$ cat config.mk
export PLATFORM = sky130hd
export DESIGN_NAME = count_ctrl_flat
export DESIGN_NICKNAME = d
export VERILOG_FILES = /design/src/rtl/count_ctrl_pkg.sv /design/src/rtl/count_ctrl_if.sv /design/src/rtl/count_ctrl_btn_debounce.sv /design/src/rtl/count_ctrl.sv /design/src/flat_wrapper.sv
export SDC_FILE = /design/constraint.sdc
export NUM_CORES = 1
export LEC_CHECK = 0
export CAP_MARGIN = 20
export CORE_UTILIZATION = 48
export DETAILED_ROUTE_END_ITERATION = 16
export GPL_TIMING_DRIVEN = 0
export PLACE_DENSITY = 0.81
export SYNTH_ARGS = -nofsm -noshare
export SYNTH_HDL_FRONTEND = slang
export SYNTH_HIERARCHICAL = 1
export SYNTH_SLANG_ARGS = --single-unit
$ cat constraint.sdc
create_clock -name Clk -period 1 [get_ports Clk]
set_input_delay 0.2 -clock Clk [delete_from_list [all_inputs] [get_ports Clk]]
set_output_delay 0.2 -clock Clk [all_outputs]
set_load 0.01 [all_outputs]
$ cat src/rtl/count_ctrl_pkg.sv
// rtl/count_ctrl_pkg.sv - shared state encoding and reset values for count_ctrl
package count_ctrl_pkg;

  // Two-state mode machine: manual stepping or free-running auto mode.
  typedef enum logic {
    MANUAL = 1'b0,
    AUTO   = 1'b1
  } state_e;

  // Counter direction after reset is up; the block starts in manual mode.
  localparam logic UPDOWN_RST  = 1'b1;
  localparam logic RUNNING_RST = 1'b0;

endpackage

$ cat src/rtl/count_ctrl_if.sv
// rtl/count_ctrl_if.sv - button inputs and counter-control outputs of count_ctrl
interface count_ctrl_if;

  logic BtnStep;
  logic BtnDir;
  logic BtnRun;
  logic Enable;
  logic UpDown;
  logic Running;

  // Driver side: owns the raw buttons, observes the counter controls.
  modport master (
    output BtnStep, BtnDir, BtnRun,
    input  Enable, UpDown, Running
  );

  // Controller side.
  modport slave (
    input  BtnStep, BtnDir, BtnRun,
    output Enable, UpDown, Running
  );

endinterface

$ cat src/rtl/count_ctrl_btn_debounce.sv
// rtl/count_ctrl_btn_debounce.sv - synchronizer, debouncer and press-edge detector for one button
module btn_debounce #(
  parameter int DB_CYCLES = 4
) (
  input  logic Clk,
  input  logic Rst,
  input  logic Raw,
  output logic Level,
  output logic Press
);

  localparam int CNT_W = $clog2(DB_CYCLES);
  localparam logic [CNT_W-1:0] CNT_LAST = CNT_W'(DB_CYCLES - 1);

  logic             sync1_q, sync1_d;
  logic             sync2_q, sync2_d;
  logic             level_q, level_d;
  logic             press_q, press_d;
  logic [CNT_W-1:0] cnt_q, cnt_d;

  // Count consecutive cycles the synchronized level differs from the accepted
  // level; a match restarts the count, the DB_CYCLES-th mismatch is accepted.
  always_comb begin
    sync1_d = Raw;
    sync2_d = sync1_q;
    level_d = level_q;
    press_d = 1'b0;
    cnt_d   = '0;
    if (sync2_q != level_q) begin
      if (cnt_q == CNT_LAST) begin
        level_d = sync2_q;
        press_d = sync2_q;
      end else begin
        cnt_d = cnt_q + CNT_W'(1);
      end
    end
  end

  // Synchronizer, debounce and press flops; reset discards any pending press.
  always_ff @(posedge Clk or negedge Rst) begin
    if (!Rst) begin
      sync1_q <= 1'b0;
      sync2_q <= 1'b0;
      level_q <= 1'b0;
      press_q <= 1'b0;
      cnt_q   <= '0;
    end else begin
      sync1_q <= sync1_d;
      sync2_q <= sync2_d;
      level_q <= level_d;
      press_q <= press_d;
      cnt_q   <= cnt_d;
    end
  end

  assign Level = level_q;
  assign Press = press_q;

endmodule

$ cat src/rtl/count_ctrl.sv
// rtl/count_ctrl.sv - button-driven enable/direction controller for a 4-bit up/down counter
module count_ctrl
  import count_ctrl_pkg::*;
#(
  parameter int DB_CYCLES = 4,
  parameter int TICK_DIV  = 8
) (
  input  logic         Clk,
  input  logic         Rst,
  count_ctrl_if.slave  bus
);

  localparam int TICK_W = $clog2(TICK_DIV);
  localparam logic [TICK_W-1:0] TICK_LAST = TICK_W'(TICK_DIV - 1);

  logic step_press, dir_press, run_press;

  state_e            state_q, state_d;
  logic [TICK_W-1:0] tick_q, tick_d;
  logic              enable_q, enable_d;
  logic              updown_q, updown_d;
  logic              running_q, running_d;
  logic              wrap;

  btn_debounce #(.DB_CYCLES(DB_CYCLES)) u_db_step (
    .Clk(Clk), .Rst(Rst), .Raw(bus.BtnStep), .Level(), .Press(step_press)
  );

  btn_debounce #(.DB_CYCLES(DB_CYCLES)) u_db_dir (
    .Clk(Clk), .Rst(Rst), .Raw(bus.BtnDir), .Level(), .Press(dir_press)
  );

  btn_debounce #(.DB_CYCLES(DB_CYCLES)) u_db_run (
    .Clk(Clk), .Rst(Rst), .Raw(bus.BtnRun), .Level(), .Press(run_press)
  );

  // Mode state register.
  always_ff @(posedge Clk or negedge Rst) begin
    if (!Rst) begin
      state_q <= MANUAL;
    end else begin
      state_q <= state_d;
    end
  end

  // Each Run press flips between manual and auto mode.
  always_comb begin
    state_d = state_q;
    if (run_press) begin
      state_d = (state_q == MANUAL) ? AUTO : MANUAL;
    end
  end

  // Tick divider, enable generation and direction toggle; leaving auto mode
  // clears the divider and swallows a pulse that would coincide with the exit.
  always_comb begin
    wrap      = 1'b0;
    tick_d    = '0;
    enable_d  = 1'b0;
    updown_d  = updown_q ^ dir_press;
    running_d = (state_d == AUTO);
    if (state_q == AUTO) begin
      wrap     = (tick_q == TICK_LAST);
      tick_d   = wrap ? '0 : tick_q + TICK_W'(1);
      enable_d = wrap;
      if (run_press) begin
        tick_d   = '0;
        enable_d = 1'b0;
      end
    end else begin
      enable_d = step_press;
    end
  end

  // Output and divider flops; outputs come straight from these registers.
  always_ff @(posedge Clk or negedge Rst) begin
    if (!Rst) begin
      tick_q    <= '0;
      enable_q  <= 1'b0;
      updown_q  <= UPDOWN_RST;
      running_q <= RUNNING_RST;
    end else begin
      tick_q    <= tick_d;
      enable_q  <= enable_d;
      updown_q  <= updown_d;
      running_q <= running_d;
    end
  end

  assign bus.Enable  = enable_q;
  assign bus.UpDown  = updown_q;
  assign bus.Running = running_q;

endmodule

$ cat src/flat_wrapper.sv
// flat-port wrapper written by rule: the top's interface ports become plain ports
module count_ctrl_flat import count_ctrl_pkg::*;
#(
  parameter int DB_CYCLES = 4,
  parameter int TICK_DIV  = 8
)
  (Clk, Rst, bus_BtnStep, bus_BtnDir, bus_BtnRun, bus_Enable, bus_UpDown, bus_Running);
  count_ctrl_if bus_i ();
  input  logic Clk;
  input  logic Rst;
  input wire logic [$bits(bus_i.BtnStep)-1:0] bus_BtnStep;
  input wire logic [$bits(bus_i.BtnDir)-1:0] bus_BtnDir;
  input wire logic [$bits(bus_i.BtnRun)-1:0] bus_BtnRun;
  output wire logic [$bits(bus_i.Enable)-1:0] bus_Enable;
  output wire logic [$bits(bus_i.UpDown)-1:0] bus_UpDown;
  output wire logic [$bits(bus_i.Running)-1:0] bus_Running;
  assign bus_i.BtnStep = bus_BtnStep;
  assign bus_i.BtnDir = bus_BtnDir;
  assign bus_i.BtnRun = bus_BtnRun;
  assign bus_Enable = bus_i.Enable;
  assign bus_UpDown = bus_i.UpDown;
  assign bus_Running = bus_i.Running;
  count_ctrl #(.DB_CYCLES(DB_CYCLES), .TICK_DIV(TICK_DIV)) u_core (.Clk(Clk), .Rst(Rst), .bus(bus_i));
endmodule
==> flow_metrics.py, run 1 <==
metrics = {
    "logic_synthesis": {
        "yosysMostFrequentCell": "dfrtp_1",
        "synth_area_per_cell_um2": 16.67,
        "synth_top_family_by_area": "simple AND/OR/NAND/NOR gates",
        "netlist_area_um2": 867.1,
        "ys_ff_latch": 24,
        "synthSimpleGateAreaFrac_pct": 13.28,
        "synth_edf_count": 0,
        "synth-main-ff-cell": "dfrtp_1",
        "synth.area.top_cells": "dfrtp_1 66%, ha_1 7.2%, mux2_1 3.9%",
        "synth_cell_types": 14,
        "synth_mux_area_share_pct": 3.896,
        "synth_compound_area_share_pct": 0.7215,
        "async_flop_share_pct": 100.0,
        "synth_fa_ha_area_share_pct": 7.215,
        "seq_area_frac_synth_pct": 69.41,
        "yosysTopAreaCell": "dfrtp_1",
        "synth-xor-area-share_pct": 5.051,
        "synth_cells": 52,
        "ys_warn_count": 6,
        "synthTopCellsByCount": "23 x dfrtp_1, 5 x ha_1",
        "yosysTopAreaCellShare_pct": 66.38,
        "syn_nets": 62,
    },
    "final_layout": {
        "insertedDiodeCount": 0,
        "nets": 84,
        "fin_cells": 97,
        "drive_above_1_share_pct": 45.21,
        "syn_to_final_growth_pct": 30.59,
        "fill_cells": 114,
        "final_util_pct": 71.04,
    },
    "setup_path": {
        "crit-reg2reg-launch": "u_core/tick_q[0]$_DFF_PN0_",
        "worstReg2RegEnd": "u_core/tick_q[0]$_DFF_PN0_",
        "cp_data_required_time_ns": 0.80,
        "worst-r2r-setup-slack_ns": -0.05,
        "slowest_stage": "dfstp_2",
        "arrival_ns": 0.95,
        "critical_path_buf_inv_count": 1,
        "r2r_cells": 3,
        "critical_path.max_stage_delay_ns": 0.56,
        "end_kind": "output pin",
        "criticalPathCategory": "flip-flop to output pin",
        "cp-start-kind": "flip-flop",
        "path_cells": "buf_6",
        "path_max_fanout": 2,
        "cpLargestDelayFamily": "flip-flops",
    },
    "pwr": {
        "p_sw_share_pct": 27.53,
        "power.total_uw": 2780,
        "seqPwrFrac_pct": 51.9,
        "clkPwrFrac_pct": 14.8,
        "switchingPower_uw": 765.5,
        "p_per_area_nw_per_um2": 2455,
        "power_frac_comb_pct": 33.3,
        "intPower_uw": 2015,
        "leakage_uw": 0.0005397,
        "vdd_drop_max_v": 0.001431,
    },
    "place": {
        "place_congestion": 0.6365,
        "port_buffers": 7,
        "place_inst": 83,
        "preCtsSetupSlack_ns": -0.4873,
    },
    "timing": {
        "hold-worst-slack_ns": -0.02463,
        "rsz0062_at_grt": "yes",
        "fin_skew_ns": 0.0006425,
        "period_share_pct": 115.0,
        "setup_slack_ns": -0.1497,
        "fmax_mhz": 869.8,
        "relSlewSlack_pct": 63.54,
        "worst_pin_slew_ns": 0.5470,
        "fin_crit_ns": 1.150,
        "setup_viol_count_final": 5,
        "hold_viol": 10,
        "slew_violations": 0,
    },
    "clocking": {
        "cts_root_buffer": "clkbuf_4",
        "clock_sinks": 24,
        "cts_max_path_buffers": 2,
        "clk_transition_reported_paths_ns": 0.12,
        "cts_tree": "yes",
        "h-tree-depth": 1,
        "insertion_delay_ns": 0.30,
        "cts_buffers": 3,
    },
    "route": {
        "vias": 446,
        "viasPerCell": 4.598,
        "drc": 0,
        "finalWirelength_um": 1068,
        "antenna_left": 0,
        "routedWlPerCell_um": 11.01,
        "first_iter_violations": 1,
        "drtPass1Iterations": 2,
    },
    "global_routing": {
        "overflow": 0,
        "grt_pass1_wl_um": 1876,
        "grt_pass1_vias": 477,
        "antenna_found_initial": 0,
        "grt_usage_pct": 13.32,
        "grt_max_degree": 25,
    },
    "die": {
        "rows": 14,
        "die_w_um": 44.50,
        "start_util_pct": 54.40,
        "die_h_um": 44.50,
        "core_um2": 1594,
        "dieArea_um2": 1980,
        "io_pins": 8,
    },
    "flow_run": {
        "drv_cap": 0,
    },
    "run_status": {
        "violations": "hold timing, setup timing",
        "status": "finished with violations",
    },
    "worst_hold_path": {
        "hold_class": "primary input to async pin",
    },
}
kinds of logic (layout without fill, tap and decap cells):
family / count (synthesis) / in the layout
AOI/OAI and AO/OA: 1 / 1
xor gates and xnor gates: 5 / 5
adders and majority gates: 5 / 5
buffers and inverters: 1 / 22
DFF: 24 / 24
muxes: 3 / 3
and+or+nand+nor: 13 / 13
flip-flops by register name (all words and copies together) (netlist names):
name	count
u_core/u_db_run/cnt_q	2
u_core/u_db_run/sync1_q	1
u_core/bus.Running	1
u_core/bus.UpDown	1
u_core/u_db_step/sync2_q	1
u_core/u_db_run/Level	1
u_core/u_db_dir/cnt_q	2
u_core/u_db_step/Level	1
u_core/u_db_run/sync2_q	1
u_core/u_db_step/sync1_q	1
u_core/u_db_dir/sync1_q	1
u_core/u_db_dir/sync2_q	1
u_core/u_db_step/cnt_q	2
u_core/tick_q	3
u_core/u_db_step/Press	1
u_core/u_db_dir/Level	1
u_core/bus.Enable	1
u_core/u_db_dir/Press	1
u_core/u_db_run/Press	1
cell usage in the layout, fill, tap and decap left out, types with 2 or more instances in the layout:
| cell | instances |
|---|---|
| dfrtp_1 | 23 |
| buf_4 | 9 |
| ha_4 | 4 |
| clkbuf_4 | 3 |
| clkdlybuf4s50_1 | 3 |
| xnor2_1 | 3 |
| nor3_2 | 3 |
| nor2b_1 | 3 |
| and3b_2 | 3 |
| mux2_4 | 3 |
| buf_2 | 2 |
| and3b_1 | 2 |
| xor2_1 | 2 |
final cells by class:
| cell class | instances | area, µm² | area share, % |
|---|---|---|---|
| timing repair buffer | 17 | 142.6 | 12.60 |
| clock buffer | 4 | 26.28 | 2.320 |
| sequential | 24 | 601.8 | 53.15 |
| tap | 24 | 30.03 | 2.652 |
| multi-input combinational | 27 | 327.8 | 28.95 |
| inverter | 1 | 3.754 | 0.3315 |
power groups by stage:
| stage | combinational (µW) | sequential, µW | clock (µW) |
|---|---|---|---|
| floorplan | 402 | 1450 | 0 |
| global placement | 577 | 1450 | 0 |
| detailed placement | 604 | 1470 | 0 |
| CTS | 900 | 1450 | 431 |
| global route | 1050 | 1480 | 461 |
| finish | 926 | 1440 | 412 |
layer usage:
| layer | part of all wire, % | global-route usage [%] | wire, µm |
|---|---|---|---|
| met5 | 0 | 0 | 0 |
| met4 | 0.56 | 7.273 | 6 |
| met3 | 3.2 | 2.449 | 34 |
| met2 | 49 | 22.35 | 524 |
| met1 | 47 | 16.21 | 502 |
per-stage QoR:
step	TNS (ns)	instance area, µm²
finish	-0.2559	1132
global route	-0.5346	1132
floorplan	-0.02349	889.6
CTS	-0.2992	1107
detailed placement	-12.15	989.7
global placement	-11.47	989.7
worst max path at each step:
stage                     slack [ns]  depth (start not counted)                        start                            endpoint
after floorplan                -0.01                          3   u_core/tick_q[0]$_DFF_PN0_          u_core/tick_q[0]$_DFF_PN0_
after global placement         -0.46                          1                          Rst  u_core/u_db_step/sync1_q$_DFF_PN0_
after detailed placement       -0.49                          1                          Rst  u_core/u_db_step/Level$_DFFE_PN0P_
after CTS                      -0.16                          1  u_core/bus.UpDown$_DFF_PN1_                          bus_UpDown
after global routing           -0.19                          1  u_core/bus.UpDown$_DFF_PN1_                          bus_UpDown
final                          -0.15                          1  u_core/bus.UpDown$_DFF_PN1_                          bus_UpDown
timing repair:
item                                    in CTS  in global routing
resized for setup                           20                  1
buffers inserted                             8                  1
cloned                                       0                  0
pin swaps                                    3                  1
endpoints found under the setup margin      32                  9
hold buffers                                 0                  0
endpoints found under the hold margin        0                  0
No activity file was read; power rests on OpenSTA's default activity.
==> run 2, diff against run 1 <==
--- a/config.mk
+++ b/config.mk
@@ -6,11 +6,10 @@
 export NUM_CORES = 1
 export LEC_CHECK = 0
 export CAP_MARGIN = 20
-export CORE_UTILIZATION = 48
+export CORE_UTILIZATION = 47
 export DETAILED_ROUTE_END_ITERATION = 16
 export GPL_TIMING_DRIVEN = 0
-export PLACE_DENSITY = 0.81
+export PLACE_DENSITY = 0.8
 export SYNTH_ARGS = -nofsm -noshare
 export SYNTH_HDL_FRONTEND = slang
-export SYNTH_HIERARCHICAL = 1
 export SYNTH_SLANG_ARGS = --single-unit
==> flow_metrics.py, run 2 <==
metrics = {
    "final_layout": {
        "largest_reg_flops": 3,
        "syn_to_final_growth_pct": 28.82,
        "regMostFlops": "u_core.tick_q",
        "final_common_cell": "dfrtp_1",
        "layout_common_cells": "23 x dfrtp_1, 5 x buf_4",
        "insertedDiodeCount": 0,
        "design_area_um2": 1096,
        "fill_cells": 127,
        "nets": 85,
        "drive_above_1_share_pct": 32.43,
    },
    "logic_synthesis": {
        "synth-main-ff-cell": "dfrtp_1",
        "synth_area_per_cell_um2": 15.19,
        "async_flop_share_pct": 100.0,
        "synthTopCellsByCount": "23 x dfrtp_1, 5 x ha_1, 3 x inv_1, 3 x xor2_1",
        "yosysTopAreaCell": "dfrtp_1",
        "synth_edf_count": 0,
        "synth.area.top_cells": "dfrtp_1 68%, ha_1 7.4%, dfstp_2 3.1%",
        "yosysMostFrequentCell": "dfrtp_1",
        "syn_nets": 66,
        "seq_area_frac_synth_pct": 70.74,
        "synth_cell_types": 19,
        "ys_warn_count": 0,
        "synth_cells": 56,
        "ys_ff_latch": 24,
        "yosysTopAreaCellShare_pct": 67.65,
        "netlist_area_um2": 850.8,
    },
    "place": {
        "port_buffers": 7,
        "place_congestion": 0.6902,
        "placed_area_um2": 967.2,
        "dp_hpwl_um": 687.2,
    },
    "timing": {
        "slew_violations": 0,
        "hold_viol": 0,
        "relSlewSlack_pct": 75.17,
        "setup_slack_ns": -0.1648,
        "period_share_pct": 116.5,
        "fmax_mhz": 858.5,
        "fin_skew_ns": 0.006854,
        "rsz0062_at_grt": "yes",
        "setup_viol_count_final": 5,
        "fin_crit_ns": 1.165,
        "worst_pin_slew_ns": 0.3725,
        "tns_ns": -0.3025,
    },
    "worst_hold_path": {
        "hold_class": "primary input to flip-flop",
    },
    "die": {
        "dieArea_um2": 1984,
        "start_util_pct": 49.82,
        "die_w_um": 44.55,
        "io_pins": 8,
        "die_h_um": 44.55,
        "rows": 15,
        "core_um2": 1708,
    },
    "run_status": {
        "violations": "setup timing",
        "status": "finished with violations",
    },
    "setup_path": {
        "criticalPathCategory": "flip-flop to output pin",
        "arrival_ns": 0.96,
        "cpLargestDelayFamily": "flip-flops",
        "end_kind": "output pin",
        "cp_data_required_time_ns": 0.80,
        "critical_path.max_stage_delay_ns": 0.56,
        "slowest_stage": "dfstp_2",
        "path_max_fanout": 2,
        "critical_path_buf_inv_count": 1,
        "path_cells": "buf_6",
        "cp-start-kind": "flip-flop",
    },
    "route": {
        "finalWirelength_um": 1041,
        "routedWlPerCell_um": 10.52,
        "vias": 460,
        "viasPerCell": 4.646,
        "drtPass1Iterations": 2,
        "antenna_left": 0,
        "first_iter_violations": 1,
        "drc": 0,
    },
    "pwr": {
        "leakage_uw": 0.0005309,
        "vdd_drop_max_v": 0.001205,
        "p_per_area_nw_per_um2": 2594,
    },
    "global_routing": {
        "grt_pass1_wl_um": 1814,
        "grt_usage_pct": 14.02,
        "grt_pass1_vias": 459,
        "antenna_found_initial": 0,
        "grt_max_degree": 25,
        "overflow": 0,
    },
    "clocking": {
        "cts_max_path_buffers": 2,
        "cts_buffers": 3,
        "h-tree-depth": 1,
        "clk_transition_reported_paths_ns": 0.13,
        "clock_sinks": 24,
        "cts_tree": "yes",
        "insertion_delay_ns": 0.32,
        "cts_root_buffer": "clkbuf_4",
    },
    "flow_run": {
        "drv_cap": 0,
    },
}
## run 2: cell types whose count changed in the layout (fill, tap and decap cells not counted), sizes merged, moves of 2 or more
cell,before,now
o21ai,0,2
nor2,0,2
and2,0,3
inv,1,3
buf,13,9
mux2,3,1
and3b,5,1
## run 2: cell type report
cell class / count / area (µm²) / area share (%)
flip-flops and latches: 24 / 601.8 / 54.91
multi-input cells: 29 / 276.5 / 25.23
repair buffers: 14 / 122.6 / 11.19
well taps: 25 / 31.28 / 2.854
clock inverters: 1 / 30.03 / 2.740
clock buffers: 3 / 22.52 / 2.055
inverters: 3 / 11.26 / 1.027
## run 2: stage by stage
stage | total power, µW | hold WS, ns | setup WS, ns | cells | util [%]
3_3_place_gp | 1952 | 0.3315 | -0.4466 | 88 | 56.63
2_1_floorplan | 1783 | -0.09559 | -0.0004412 | 56 | -
5_1_grt | 3050 | 0.2892 | -0.2014 | 99 | 64.18
6_report | 2844 | 0.3027 | -0.1648 | 99 | 64.18
3_5_place_dp | 2009 | 0.3371 | -0.4654 | 88 | 56.63
4_1_cts | 2822 | 0.1796 | -0.1777 | 96 | 61.76
## run 2: logic make-up (layout without fill, tap and decap cells)
kind of cell | after synthesis | after routing | share of synthesized area, %
compound gates | 3 | 3 | 2.206
xor+xnor | 5 | 5 | 5.148
fa+ha+maj | 5 | 5 | 7.353
buf+inv | 3 | 21 | 1.323
flops | 24 | 24 | 70.74
mux | 1 | 1 | 1.323
simple gates | 15 | 15 | 11.91
## run 2: report_power, final
part           internal, µW  switching, µW  total (µW)
Sequential             1230            157        1390
Clock                   406            281         686
Combinational           467            300         766
## run 2: final timing paths
path | startpoint | to | slack, ns | depth (start not counted)
hold / removal | bus_BtnRun | u_core.u_db_run.sync1_q$_DFF_PN0_ | 0.30 | 1
hold reg to reg | u_core.u_db_dir.sync1_q$_DFF_PN0_ | u_core.u_db_dir.sync2_q$_DFF_PN0_ | 0.36 | 0
max in group asynchronous | Rst | u_core.u_db_dir.Level$_DFFE_PN0P_ | 0.15 | 3
setup reg to reg | u_core.tick_q[0]$_DFF_PN0_ | u_core.tick_q[2]$_DFF_PN0_ | -0.04 | 3
min in group asynchronous | Rst | u_core.tick_q[0]$_DFF_PN0_ | 0.42 | 2
setup / recovery | u_core.bus.UpDown$_DFF_PN1_ | bus_UpDown | -0.16 | 1
## run 2: repair_timing
action / 4_1_cts / 5_1_grt
setup endpoints to repair: 30 / 7
setup buffers: 4 / 1
hold buffers: 0 / 1
hold endpoints to repair: 0 / 6
resized for setup: 17 / 1
pin swaps: 5 / 2
## run 2: layer usage
metal / vias up / global-route usage [%] / share of wire, %
li1: 222 / - / -
met1: 222 / 15.70 / 44
met2: 11 / 20.88 / 47
met3: 5 / 3.673 / 3.6
met4: 0 / 14.55 / 4.8
met5: - / 0 / 0
==> run 3, diff against run 2 <==
--- a/config.mk
+++ b/config.mk
@@ -5,11 +5,12 @@
 export SDC_FILE = /design/constraint.sdc
 export NUM_CORES = 1
 export LEC_CHECK = 0
+export ABC_AREA = 1
 export CAP_MARGIN = 20
-export CORE_UTILIZATION = 47
+export CORE_UTILIZATION = 48
 export DETAILED_ROUTE_END_ITERATION = 16
 export GPL_TIMING_DRIVEN = 0
-export PLACE_DENSITY = 0.8
+export PLACE_DENSITY = 0.81
 export SYNTH_ARGS = -nofsm -noshare
 export SYNTH_HDL_FRONTEND = slang
 export SYNTH_SLANG_ARGS = --single-unit
==> constraint.sdc (replaced) <==
create_clock -name Clk -period 0.95 [get_ports Clk]
set_input_delay 0.19 -clock Clk [delete_from_list [all_inputs] [get_ports Clk]]
set_output_delay 0.19 -clock Clk [all_outputs]
set_load 0.01 [all_outputs]
==> flow_metrics.py, run 3 <==
metrics = {
    "setup_path": {
        "end_kind": "output pin",
        "critical_path_buf_inv_count": 1,
        "critical_path.max_stage_delay_ns": 0.56,
        "cpLargestDelayFamily": "flip-flops",
        "path_cells": "buf_6",
        "arrival_ns": 0.96,
        "slowest_stage": "dfstp_2",
        "path_max_fanout": 2,
        "cp_data_required_time_ns": 0.76,
        "cp-start-kind": "flip-flop",
        "criticalPathCategory": "flip-flop to output pin",
    },
    "logic_synthesis": {
        "synthSimpleGateAreaFrac_pct": 15.86,
        "synth.area.top_cells": "dfrtp_1 66%, nand2_1 7.3%, ha_1 7.1%",
        "synth_cell_types": 10,
        "syn_nets": 90,
        "yosysTopAreaCell": "dfrtp_1",
        "synth_top_family_by_area": "simple AND/OR/NAND/NOR gates",
        "seq_area_frac_synth_pct": 68.71,
        "synth_cells": 80,
        "ys_ff_latch": 24,
        "synth_fa_ha_area_share_pct": 7.143,
        "synth_edf_count": 0,
        "synth-xor-area-share_pct": 1.000,
        "synth_area_per_cell_um2": 10.95,
        "synth-main-ff-cell": "dfrtp_1",
        "synth_mux_area_share_pct": 0,
        "ys_warn_count": 0,
        "synth_compound_area_share_pct": 1.714,
        "yosysMostFrequentCell": "dfrtp_1",
        "netlist_area_um2": 875.8,
        "yosysTopAreaCellShare_pct": 65.71,
        "synthTopCellsByCount": "23 x dfrtp_1, 17 x nand2_1, 13 x inv_1, 12 x nor2_1, 5 x ha_1",
        "async_flop_share_pct": 100.0,
    },
    "global_routing": {
        "grt_usage_pct": 14.54,
        "overflow": 0,
        "met2_usage_pct": 27.06,
        "busiest_layer": "met2",
        "met1_usage_pct": 14.25,
        "grt_pass1_wl_um": 1987,
        "grt_max_degree": 25,
        "antenna_found_initial": 0,
        "grtUsageMet3_pct": 2.400,
        "grt_pass1_vias": 535,
    },
    "final_layout": {
        "layout_common_cells": "23 x dfrtp_1, 17 x nand2_1, 12 x inv_1, 11 x nor2_1",
        "nets": 105,
        "drive_above_1_share_pct": 20.21,
        "insertedDiodeCount": 0,
        "largest_reg_flops": 3,
        "final_util_pct": 61.59,
        "regMostFlops": "u_core.tick_q",
        "syn_to_final_growth_pct": 21.43,
        "final_common_cell": "dfrtp_1",
    },
    "timing": {
        "fin_crit_ns": 1.154,
        "setup_viol_count_final": 6,
        "period_share_pct": 121.5,
        "setup_slack_ns": -0.2039,
        "relSlewSlack_pct": 63.58,
        "fin_skew_ns": 0.005770,
        "fmax_mhz": 866.6,
        "worst_pin_slew_ns": 0.5463,
        "hold_viol": 10,
        "slew_violations": 0,
        "hold-worst-slack_ns": -0.05178,
        "rsz0062_at_grt": "yes",
    },
    "die": {
        "core_um2": 1727,
        "dieArea_um2": 1999,
        "start_util_pct": 50.72,
        "rows": 15,
        "io_pins": 8,
        "die_w_um": 44.72,
        "die_h_um": 44.72,
    },
    "clocking": {
        "cts_root_buffer": "clkbuf_4",
        "cts_tree": "yes",
        "h-tree-depth": 1,
        "insertion_delay_ns": 0.31,
        "cts_max_path_buffers": 2,
        "clock_sinks": 24,
        "holdBufCountCts": 0,
        "cts_buffers": 3,
        "clk_transition_reported_paths_ns": 0.12,
    },
    "route": {
        "viasPerCell": 4.454,
        "finalWirelength_um": 1146,
        "vias": 530,
        "first_iter_violations": 10,
        "drc": 0,
        "routedWlPerCell_um": 9.630,
        "antenna_left": 0,
        "drtPass1Iterations": 2,
    },
    "pwr": {
        "leakage_uw": 0.0005447,
        "vdd_drop_max_v": 0.001127,
        "power.total_uw": 2731,
        "p_per_area_nw_per_um2": 2568,
    },
    "place": {
        "place_congestion": 0.6947,
        "dp_hpwl_um": 794,
        "port_buffers": 7,
        "preCtsSetupSlack_ns": -0.4956,
    },
    "run_status": {
        "violations": "hold timing, setup timing",
        "status": "finished with violations",
    },
    "worst_hold_path": {
        "hold_class": "primary input to async pin",
    },
    "flow_run": {
        "drv_cap": 0,
    },
}
==> run 3: through the flow <==
stage / cells / area, µm² / TNS, ns / hold WS [ns]
6_report: 119 / 1064 / -0.5550 / -0.05178
5_1_grt: 119 / 1064 / -0.8887 / -0.03927
4_1_cts: 118 / 1046 / -0.6081 / 0.1714
3_5_place_dp: 112 / 982.2 / -12.49 / 0.3363
3_3_place_gp: 112 / 982.2 / -12.38 / 0.3318
2_1_floorplan: 80 / 880.8 / -0.1045 / -0.1056
==> run 3: layer usage <==
layer	up-vias	wire length (µm)
met2	14	600
met5	-	0
met3	5	33
met4	0	35
li1	268	-
met1	243	476
==> run 3: logic make-up after synthesis <==
group,after synthesis
AND/OR/NAND/NOR,34
flip-flops,24
buffers and inverters,13
adder cells (fa/ha/maj),5
AO/OA/AOI/OAI,3
XOR/XNOR,1
==> run 3: what timing repair did <==
action	CTS	global route
setup endpoints to repair	32	10
gates resized for setup	20	1
pin swaps	5	5
endpoints found under the hold margin	0	10
setup buffers	2	0
==> run 3: cell type report <==
type | count | area, µm²
flip-flops and latches | 24 | 601.8
fillers | 140 | 663.1
repair buffers | 10 | 90.09
clock buffers | 4 | 36.28
inverters | 13 | 48.80
well taps | 25 | 31.28
multi-input cells | 43 | 255.2
==> run 3: final timing paths <==
check / cells after the start / to / slack (ns) / startpoint
max in group asynchronous: 2 / u_core.u_db_run.Press$_DFF_PN0_ / 0.52 / Rst
hold / removal: 1 / u_core.tick_q[2]$_DFF_PN0_ / -0.05 / Rst
setup / recovery: 1 / bus_UpDown / -0.20 / u_core.bus.UpDown$_DFF_PN1_
setup reg to reg: 4 / u_core.tick_q[0]$_DFF_PN0_ / -0.15 / u_core.tick_q[0]$_DFF_PN0_
hold reg to reg: 0 / u_core.u_db_step.sync2_q$_DFF_PN0_ / 0.36 / u_core.u_db_step.sync1_q$_DFF_PN0_
min in group Clk: 1 / u_core.u_db_dir.sync1_q$_DFF_PN0_ / 0.30 / bus_BtnDir
==> run 3: power by group <==
| part | total (µW) | internal, µW | switching, µW |
|---|---|---|---|
| clock network | 518 | 234 | 283 |
| registers | 1430 | 1300 | 129 |
| logic | 780 | 364 | 416 |
